<file path="config.mk">
export PLATFORM = sky130hd
export DESIGN_NAME = audio_sample_scheduler
export DESIGN_NICKNAME = d
export VERILOG_FILES = /design/src/rtl/audio_sample_scheduler.sv
export SDC_FILE = /design/constraint.sdc
export NUM_CORES = 1
export LEC_CHECK = 0
export CORE_MARGIN = 4
export CORE_UTILIZATION = 40
export DETAILED_ROUTE_END_ITERATION = 8
export PLACE_DENSITY_LB_ADDON = 0.1
export SLEW_MARGIN = 20
export SYNTH_ARGS = -nofsm -noshare
export SYNTH_HDL_FRONTEND = slang
export SYNTH_SLANG_ARGS = --single-unit
</file>
<file path="constraint.sdc">
create_clock -name clk -period 3.1 [get_ports clk]
set_input_delay 0.465 -clock clk [delete_from_list [all_inputs] [get_ports clk]]
set_output_delay 0.465 -clock clk [all_outputs]
set_load 0.1 [all_outputs]
</file>
<file path="src/rtl/audio_sample_scheduler.sv">
// audio_sample_scheduler
//   Paces audio samples toward the DAC async FIFO. Two producers (CPU MMIO
//   stream and the synth engine) share a small local buffer via round-robin
//   arbitration; a programmable divider releases exactly one sample per
//   period. On underrun the last emitted sample is repeated so the DAC holds
//   its level instead of glitching.
//
// Ports
//   clk, rst               clock, synchronous active-high reset
//   cfg_en, cfg_div        pacing enable, sample period minus 1 (clk cycles)
//   cpu_valid/data/ready   CPU requester handshake
//   syn_valid/data/ready   synth requester handshake
//   out_full               async FIFO full (stalls issue)
//   out_valid, out_data    async FIFO w_en / w_data, one pulse per sample
//   level                  buffer occupancy 0..DEPTH
//   underrun, missed       sticky status flags, cleared by status_clr
//   status_clr             clears the sticky flags (a same-cycle set wins)
module audio_sample_scheduler #(
    parameter int WIDTH     = 12,
    parameter int DEPTH     = 8,
    parameter int DIV_WIDTH = 16
) (
    input  logic                     clk,
    input  logic                     rst,
    input  logic                     cfg_en,
    input  logic [DIV_WIDTH-1:0]     cfg_div,
    input  logic                     cpu_valid,
    input  logic [WIDTH-1:0]         cpu_data,
    output logic                     cpu_ready,
    input  logic                     syn_valid,
    input  logic [WIDTH-1:0]         syn_data,
    output logic                     syn_ready,
    input  logic                     out_full,
    output logic                     out_valid,
    output logic [WIDTH-1:0]         out_data,
    output logic [$clog2(DEPTH):0]   level,
    output logic                     underrun,
    output logic                     missed,
    input  logic                     status_clr
);

    localparam int AW = $clog2(DEPTH);
    localparam logic [AW:0]      LVL_FULL = (AW+1)'(DEPTH);
    localparam logic [WIDTH-1:0] MID      = {1'b1, {(WIDTH-1){1'b0}}};

    logic [WIDTH-1:0]     mem [DEPTH];
    logic [AW-1:0]        wr_ptr;
    logic [AW-1:0]        rd_ptr;
    logic [WIDTH-1:0]     last_sample;
    logic [DIV_WIDTH-1:0] div;
    logic                 pend;
    // Set when the most recent transfer came from the synth, so the CPU is
    // preferred at the next contention. Reset value gives the CPU first win.
    logic                 last_syn;

    logic                 full;
    logic                 empty;
    logic                 grant_cpu;
    logic                 grant_syn;
    logic                 push;
    logic [WIDTH-1:0]     push_data;
    logic                 tick;
    logic                 service;
    logic                 pop;

    always_comb begin
        full      = (level == LVL_FULL);
        empty     = (level == '0);
        grant_cpu = cpu_valid && (!syn_valid || last_syn);
        grant_syn = syn_valid && (!cpu_valid || !last_syn);
        // Fullness is taken from the registered level: a pop in the same
        // cycle does not open a slot for a push.
        cpu_ready = grant_cpu && !full;
        syn_ready = grant_syn && !full;
        push      = (cpu_valid && cpu_ready) || (syn_valid && syn_ready);
        push_data = grant_cpu ? cpu_data : syn_data;
        // >= rather than == so that lowering cfg_div below the running count
        // fires on the next cycle instead of waiting for a counter wrap.
        tick      = cfg_en && (div >= cfg_div);
        service   = pend && !out_full;
        pop       = service && !empty;
    end

    // Buffer storage carries no reset; validity is tracked by the pointers.
    always_ff @(posedge clk) begin
        if (push) begin
            mem[wr_ptr] <= push_data;
        end
    end

    always_ff @(posedge clk) begin
        if (rst) begin
            wr_ptr   <= '0;
            rd_ptr   <= '0;
            level    <= '0;
            last_syn <= 1'b1;
        end else begin
            if (push) begin
                wr_ptr   <= wr_ptr + AW'(1);
                last_syn <= grant_syn;
            end
            if (pop) begin
                rd_ptr <= rd_ptr + AW'(1);
            end
            level <= level + (AW+1)'(push) - (AW+1)'(pop);
        end
    end

    always_ff @(posedge clk) begin
        if (rst || !cfg_en) begin
            div <= '0;
        end else if (tick) begin
            div <= '0;
        end else begin
            div <= div + DIV_WIDTH'(1);
        end
    end

    // Issue stage: registered one cycle after the service decision.
    always_ff @(posedge clk) begin
        if (rst) begin
            pend        <= 1'b0;
            out_valid   <= 1'b0;
            out_data    <= MID;
            last_sample <= MID;
            underrun    <= 1'b0;
            missed      <= 1'b0;
        end else begin
            pend      <= tick || (pend && !service);
            out_valid <= service;
            if (service) begin
                if (!empty) begin
                    out_data    <= mem[rd_ptr];
                    last_sample <= mem[rd_ptr];
                end else begin
                    out_data <= last_sample;
                end
            end
            if (service && empty) begin
                underrun <= 1'b1;
            end else if (status_clr) begin
                underrun <= 1'b0;
            end
            if (tick && pend && !service) begin
                missed <= 1'b1;
            end else if (status_clr) begin
                missed <= 1'b0;
            end
        end
    end

endmodule

</file>
==> results_dict.tcl, run 1 <==
set metrics [dict create \
    status "finished, final reports clean" \
    max_slew_margin_pct 35.40 \
    final-seq-area_sq_um 3745 \
    ys_seq_elements 139 \
    met1Wirelength_mm 5.565 \
    synth_flop_cell "edfxtp_1" \
    final_cell_mix "edfxtp_1 (96), clkdlybuf4s50_1 (46), nor2_1 (45), dfxtp_1 (42), buf_4 (34)" \
    final_area_sq_um 7586 \
    yosys_warnings 0 \
    postCtsHoldBufs 0 \
    cp_max_fo 6 \
    ys_seq_area_share_pct 62.48 \
    post-place-ws_ns 0.4676 \
    cts-root-buf "clkbuf_16" \
    synthXorXnorAreaFrac_pct 2.923 \
    yosysUniqueCellTypes 45 \
    post-dp-hpwl_mm 7.662 \
    ant_nets 0 \
    htreeDepth 4 \
    place_inst 665 \
    multiInputGateArea_sq_um 2091 \
    cts.clk_slew.worst_paths_ns 0.06 \
    drc 0 \
    avgSynthCellArea_sq_um 14.44 \
    detail_route.first_pass.iterations 4 \
    num_rows 44 \
    synthCells 415 \
    ir_worst_vdd_uv 380.5 \
    highest_layer "met4" \
    synth_edf_count 96 \
    post_cts_buffers 0 \
    antennaDiodeCount 0 \
    min_period_ns 2.309 \
    die_h_microns 130.4 \
    min_period_over_period_pct 74.47 \
    skew_ns 0.005344 \
    grt_max_degree 28 \
    synth_top_family_by_area "multiplexers" \
    p_per_area_nw_per_um2 713.9 \
    end_kind "register" \
    synth_fa_ha_area_share_pct 5.554 \
    vias_per_cell 5.102 \
    maxCapViolCount 0 \
    clock.fmax_mhz 433.2 \
    netlist_area_sq_um 5992 \
    grt_pass1_vias 3623 \
    gp_congestion 0.7305 \
    cts_made_buffers 17 \
    async_reset_ff_share_pct 0 \
    synth_nets 488 \
    clock_path_buffers 2 \
    grtUsageTotal_pct 15.13 \
    syn_to_final_growth_pct 26.60 \
    ios 68 \
    clk_latency_ns 0.41 \
    holdWs_ns 0.4622 \
    wire_per_inst_microns 17.19 \
    rsz0062_at_grt "false" \
    drt_iter0_markers 162 \
    synthSimpleGateAreaFrac_pct 8.352 \
    slew_viol_final 0 \
    final_common_cell "edfxtp_1" \
    cp-start-kind "register" \
    io_buffers 67 \
    dr_wl_met3_microns 534 \
    fin_nets 573 \
    coreArea_sq_um 14590 \
    initial_core_util_pct 41.07 \
    fin_cells 697 \
    hold_violations 0 \
    setup_viol 0 \
    dpl-instance-area_sq_um 6907 \
    wl_mm 11.98 \
    fin_ws_ns 0.7914 \
    leakagePower_nw 2.696 \
    die_area_sq_um 17000 \
    grt_pass1_wl_mm 19.06 \
    postCtsResizedCells 0 \
    grt_remaining_overflow 0 \
    crit_type "reg2reg" \
    dr_wl_met2_mm 5.678 \
    clock-sinks 139 \
    cts_tree "done" \
    die_w_microns 130.4 \
    worstMarginPinSlew_ns 0.9677 \
    arrival_ns 2.60 \
    drive_gt1_share_pct 23.00 \
    synth-compound-area-share_pct 4.093 \
    nFillCells 1221 \
    muxShareOfSynthArea_pct 13.45 \
    antenna_found_initial 0 \
    route.vias.total 3556 \
    required_ns 3.39 \
    hold_class "reg2reg" \
]
-- metal layers --
layer	global-route usage [%]	vias to the layer above
met2	24.35	68
met1	19.58	1764
met4	6.171	0
met5	0	-
met3	4.065	13
li1	-	1711
-- kinds of logic (layout without fill, tap and decap cells) --
logic type,Yosys count,after routing
compound gates,38,38
simple gates,100,100
fa+ha+maj,26,26
mux,49,49
xor+xnor,20,20
flops,139,139
buf+inv,43,141
-- final cells by class --
type,count,area share [%]
Multi-Input combinational cell,233,27.56
Clock inverter,10,2.441
Timing Repair Buffer,81,9.698
Tap cell,184,3.035
Inverter,28,1.385
Clock buffer,22,6.515
Sequential cell,139,49.36
-- Yosys cell counts, types with 2 or more instances --
cell      instances  share of area [%]
mux4_2           24                9.0
ha_1             25                5.2
nor3_1            8               0.67
mux2_2           12                2.3
nand2_1          17                1.1
buf_6             2               0.38
clkbuf_1          5               0.31
a211oi_1         11                1.4
xnor2_1          12                1.8
nand4_1           4               0.42
o21ai_0           5               0.42
nor4_1            2               0.21
buf_2             6               0.50
nand2b_1          4               0.42
nor2b_1           4               0.42
mux2i_1          13                2.2
inv_1            28                1.8
a31oi_1           2               0.21
a21oi_1          12                1.0
xor2_1            8                1.2
nor2_1           45                2.8
edfxtp_1         96                 48
dfxtp_1          43                 14
nand3_1           6               0.50
-- critical path, stage by stage, from the launching register on --
cell,delay (ns)
dfxtp_1,0.34
nor2_1,0.43
a21oi_1,0.17
inv_1,0.23
ha_1,0.27
inv_1,0.05
ha_1,0.17
fa_1,0.40
nor2b_1,0.13
-- flip-flops by register name (all words and copies together), names as in the netlist --
register and count:
div 16, last_sample 12, last_syn 1, level 4, mem 96, missed 1
out_valid 1, pend 1, rd_ptr 3, underrun 1, wr_ptr 3
-- through the flow --
stage,total power [mW],TNS [ns],util (%)
global route,5.658,0,52.00
CTS,5.491,0,52.00
finish,5.415,0,52.00
global placement,3.174,0,47.34
floorplan,2.904,-0.04138,-
detailed placement,3.190,0,47.34
-- worst paths after layout --
kind                                from  endpoint  slack [ns]  cells past startpoint
worst min register to register    missed    missed        0.46                      2
worst min-delay path              missed    missed        0.46                      2
worst max-delay path            level[1]  level[1]        0.79                      8
worst max register to register  level[1]  level[1]        0.79                      8
-- power breakdown --
part	total (mW)	leakage (nW)	internal (mW)	switching, mW
combinational	0.859	1.14	0.321	0.538
clock	2.28	0.332	1.53	0.746
sequential	2.28	1.22	2.21	0.0671
total	5.42	2.70	4.06	1.35
(Power assumes the default switching activity.)
==> run 2: changes to the inputs <==
==> constraint.sdc (replaced) <==
create_clock -name clk -period 2.3 [get_ports clk]
set_input_delay 0.345 -clock clk [delete_from_list [all_inputs] [get_ports clk]]
set_output_delay 0.345 -clock clk [all_outputs]
set_load 0.1 [all_outputs]
==> run 2 against run 1 <==
Wire length up 1.3%. Critical path type unchanged. Flip-flop and latch count did not move. Critical endpoint is now level[2]. Utilization increased by 1.1 points. Clock-buffer cell count did not move. Combinational power up 55%. Clock skew up 0.0035 ns. Via count is 0.22% higher. Largest power group unchanged. Setup slack got worse by 0.48 ns. Clock power is 21% higher.
==> results_dict.tcl, run 2 (same netlist as run 1, synthesis figures left out) <==
set metrics [dict create \
    post-dp-hpwl_mm 7.882 \
    cts.clk_slew.worst_paths_ns 0.06 \
    grt_pass1_vias 3680 \
    grt_max_degree 28 \
    post_cts_buffers 0 \
    min_period_over_period_pct 86.45 \
    switching_power_mw 1.892 \
    postCtsHoldBufs 0 \
    setup-tns-final_ns 0 \
    regToRegSetupSlack_ns 0.31 \
    fin_nets 581 \
    drive_gt1_share_pct 26.30 \
    largestRegisters "mem: 96 flops, div: 16 flops, last_sample: 12 flops" \
    final_common_cell "edfxtp_1" \
    cts-root-buf "clkbuf_16" \
    hold_class "reg2reg" \
    clock_path_buffers 2 \
    num_rows 44 \
    syn_to_final_growth_pct 29.38 \
    largest_register "mem" \
    die_h_microns 130.4 \
    die_w_microns 130.4 \
    drt_iter0_markers 219 \
    ant_nets 0 \
    cp_max_fo 3 \
    detail_route.first_pass.iterations 4 \
    antenna_found_initial 0 \
    worstMarginPinSlew_ns 0.5536 \
    place_inst 673 \
    pwr-share-seq_pct 43.1 \
    largest_register_ff_count 96 \
    grt_remaining_overflow 0 \
    ir_worst_vdd_uv 714.6 \
    required_ns 2.61 \
    clock-sinks 139 \
    antennaDiodeCount 0 \
    multiInputGateArea_sq_um 2177 \
    leakagePower_nw 2.723 \
    slew_viol_final 0 \
    post-place-ws_ns 0.002107 \
    cp-start-kind "register" \
    rsz0062_at_grt "false" \
    p_sw_share_pct 26.30 \
    die_area_sq_um 17000 \
    finalPower_mw 7.195 \
    crit_type "reg2reg" \
    dpl-instance-area_sq_um 7144 \
    p_per_area_nw_per_um2 928.2 \
    postCtsResizedCells 0 \
    fin_ws_ns 0.3116 \
    route.vias.total 3564 \
    final_cell_mix "edfxtp_1 (96), clkdlybuf4s50_1 (46), nor2_1 (44), dfxtp_1 (39), buf_4 (36)" \
    ios 68 \
    final-seq-area_sq_um 3759 \
    min_period_ns 1.988 \
    initial_core_util_pct 41.07 \
    grt_pass1_wl_mm 19.30 \
    pwr-share-clk_pct 38.4 \
    htreeDepth 4 \
    end_kind "register" \
    final_area_sq_um 7752 \
    cts_tree "done" \
    setup_viol 0 \
    cts_made_buffers 17 \
    hold_violations 0 \
    intPower_mw 5.303 \
    clock.fmax_mhz 502.9 \
    wl_mm 12.13 \
    io_buffers 67 \
    wire_per_inst_microns 17.21 \
    fin_cells 705 \
    p_comb_share_pct 18.6 \
    coreArea_sq_um 14590 \
    drc 0 \
    skew_ns 0.008807 \
    arrival_ns 2.30 \
    nFillCells 1220 \
    gp_congestion 0.7630 \
    vias_per_cell 5.055 \
    clk_latency_ns 0.41 \
    status "finished, final reports clean" \
    grtUsageTotal_pct 15.54 \
    maxCapViolCount 0 \
    max_slew_margin_pct 63.04 \
]
==> run 2: cell type report <==
type / count / share of cell area, %
Sequential cell: 139 / 48.48
Timing Repair Buffer: 89 / 11.23
Clock buffer: 22 / 5.988
Inverter: 28 / 1.388
Multi-Input combinational cell: 233 / 28.08
Tap cell: 184 / 2.970
Clock inverter: 10 / 1.856
==> run 2: stage by stage <==
step                      utilization [%]  hold WS, ns
final                               53.14       0.4592
after detailed placement            48.97       0.4502
after global routing                53.14       0.5119
after floorplan                         -       0.4335
after CTS                           53.14       0.4625
after global placement              48.97       0.4401
==> run 2: worst paths after layout <==
check,from,to,cells after the start
setup / recovery,level[2],level[2],10
hold / removal,missed,missed,2
setup reg to reg,level[2],level[2],10
hold reg to reg,missed,missed,2
==> run 2: power groups by stage <==
stage          registers, mW  clock network, mW  logic [mW]
6_report                3.10               2.76        1.33
5_1_grt                 3.13               2.94        1.44
3_3_place_gp            3.15                  0        1.35
4_1_cts                 3.10               2.82        1.36
2_1_floorplan           3.33                  0       0.702
3_5_place_dp            3.16                  0        1.36
==> run 2: worst max-delay path: stages, from the launching register on <==
cell     delay (ns)
dfxtp_4        0.36
inv_4          0.05
ha_4           0.18
a21oi_4        0.16
inv_2          0.07
ha_4           0.25
inv_1          0.03
ha_2           0.17
fa_1           0.40
xnor2_1        0.16
nor2_1         0.05
==> run 2: routing by layer <==
layer  GRT usage, %  up-vias  part of all wire (%)
li1               -     1733                     -
met1          19.91     1744                    46
met2          24.77       71                    48
met3          5.163       16                   4.7
met4          5.747        0                   1.6
met5              0        -                     0
==> run 3: changes to the inputs <==
--- a/config.mk
+++ b/config.mk
@@ -8,8 +8,7 @@
 export CORE_MARGIN = 4
 export CORE_UTILIZATION = 40
 export DETAILED_ROUTE_END_ITERATION = 8
-export PLACE_DENSITY_LB_ADDON = 0.1
-export SLEW_MARGIN = 20
+export PLACE_DENSITY = 0.66
 export SYNTH_ARGS = -nofsm -noshare
 export SYNTH_HDL_FRONTEND = slang
 export SYNTH_SLANG_ARGS = --single-unit
==> run 3 against run 2 <==
Critical path depth is the same. Maximum frequency shrank 1.8%. Worst hold slack better by 0.0013 ns. Clock-buffer cell count is 4 lower. Wire length is 0.16% higher. Via count about the same. Die area is the same. Final cell count is 0.28% lower. Highest routed layer unchanged. Sequential power about the same. Sequential share of layout area is 0.070 points lower. Critical path type unchanged. Combinational power is essentially flat. Clock skew decreased by 0.0025 ns.
==> results_dict.tcl, run 3 (same netlist as run 1, synthesis figures left out) <==
set metrics [dict create \
    cts.clk_slew.worst_paths_ns 0.06 \
    critPathSlowestCell "fa_1" \
    ir_worst_vdd_uv 615.8 \
    maxCapViolCount 0 \
    largest_register_ff_count 96 \
    pwr-share-seq_pct 43.3 \
    route.vias.total 3567 \
    hold_violations 0 \
    post-place-ws_ns -0.05945 \
    min_period_ns 2.024 \
    worstMarginPinSlew_ns 0.3541 \
    drive_gt1_share_pct 26.01 \
    grt_pass1_wl_mm 19.60 \
    clock-sinks 139 \
    setup_viol 0 \
    detail_route.first_pass.iterations 4 \
    fin_ws_ns 0.2762 \
    setup-tns-final_ns 0 \
    post_cts_buffers 0 \
    fin_nets 579 \
    largest_register "mem" \
    cts_tree "done" \
    slew_viol_final 0 \
    wire_per_inst_microns 17.28 \
    arrival_ns 2.32 \
    crit_type "reg2reg" \
    status "finished, final reports clean" \
    regToRegSetupSlack_ns 0.28 \
    p_sw_share_pct 27.05 \
    drt_iter0_markers 218 \
    syn_to_final_growth_pct 29.57 \
    ant_nets 0 \
    timing.rr.start "level[2]" \
    cp_common_cell "ha_4" \
    largestRegisters "mem: 96 flops, div: 16 flops, last_sample: 12 flops" \
    fin_cells 703 \
    coreArea_sq_um 14590 \
    p_per_area_nw_per_um2 924.4 \
    postCtsResizedCells 0 \
    cp_max_fo 3 \
    antenna_found_initial 0 \
    hold_class "reg2reg" \
    post-dp-hpwl_mm 7.972 \
    vias_per_cell 5.074 \
    initial_core_util_pct 41.07 \
    wl_mm 12.15 \
    intPower_mw 5.236 \
    switching_power_mw 1.941 \
    drc 0 \
    postCtsHoldBufs 0 \
    rsz0062_at_grt "false" \
    cts_made_buffers 17 \
    required_ns 2.60 \
    ios 68 \
    leakagePower_nw 2.723 \
    die_area_sq_um 17000 \
    clock_path_buffers 2 \
    clk_latency_ns 0.42 \
    cp-start-kind "register" \
    clock.fmax_mhz 494.1 \
    die_w_microns 130.4 \
    final_cell_mix "edfxtp_1 (96), clkdlybuf4s50_1 (46), nor2_1 (44), dfxtp_1 (39), buf_4 (31)" \
    startpoint "level[2]" \
    io_buffers 67 \
    cp_slowest_stage_delay_ns 0.41 \
    grt_remaining_overflow 0 \
    num_rows 44 \
    grt_pass1_vias 3716 \
    cts-root-buf "clkbuf_16" \
    path_cells "inv_4 -> ha_4 -> a21oi_4 -> inv_2 -> ha_4 -> inv_1 -> ha_2 -> fa_1 -> xnor2_1 -> nor2_1" \
    max_slew_margin_pct 76.39 \
    grtUsageTotal_pct 15.71 \
    pwr-share-clk_pct 38.3 \
    skew_ns 0.006350 \
    htreeDepth 4 \
    antennaDiodeCount 0 \
    end_kind "register" \
    holdCritStartpoint "missed" \
    final_common_cell "edfxtp_1" \
    min_period_over_period_pct 87.99 \
    grt_max_degree 28 \
    place_inst 671 \
    gp_congestion 0.7993 \
    nFillCells 1185 \
    die_h_microns 130.4 \
    p_comb_share_pct 18.5 \
]
run 3: critical path, delay by kind of cell (launching register included):
| kind | cells | cell delay, ns |
|---|---|---|
| fa+ha+maj | 4 | 1.02 |
| flops | 1 | 0.36 |
| compound gates | 1 | 0.16 |
| xor+xnor | 1 | 0.16 |
| buf+inv | 3 | 0.15 |
| simple gates | 1 | 0.05 |
run 3: path summary, 6_finish.rpt:
kind,cells past startpoint,end
worst min-delay path,2,missed
worst max-delay path,10,level[2]
worst max register to register,10,level[2]
worst min register to register,2,missed
run 3: power groups by stage:
stage	Clock [mW]	Sequential (mW)	Combinational, mW
2_1_floorplan	0	3.33	0.702
3_3_place_gp	0	3.14	1.31
3_5_place_dp	0	3.16	1.35
4_1_cts	2.80	3.11	1.35
5_1_grt	2.93	3.14	1.44
6_report	2.75	3.11	1.33
run 3: cell type report:
cell class	count	area, sq um	share of cell area (%)
Clock buffer	18	429.2	5.528
Clock inverter	14	171.4	2.208
Inverter	28	107.6	1.386
Multi-Input combinational cell	233	2173	27.99
Sequential cell	139	3759	48.41
Tap cell	184	230.2	2.965
Timing Repair Buffer	87	893.4	11.51
run 3: through the flow:
step                      utilization [%]  hold slack, ns  instance area [sq um]  power (mW)
after detailed placement            49.10          0.4584                   7163       4.508
after global placement              49.10          0.4413                   7163       4.450
after global routing                53.22          0.4986                   7764       7.514
final                               53.22          0.4605                   7764       7.177
after CTS                           53.22          0.4681                   7764       7.267
after floorplan                         -          0.4335                   6133       4.030
run 3: per-layer routing:
layer | track usage [%] | vias up | share of wire [%]
li1 | - | 1724 | -
met1 | 19.55 | 1743 | 44
met2 | 26.40 | 85 | 50
met3 | 4.634 | 15 | 5.3
met4 | 5.263 | 0 | 1.3
met5 | 0 | - | 0
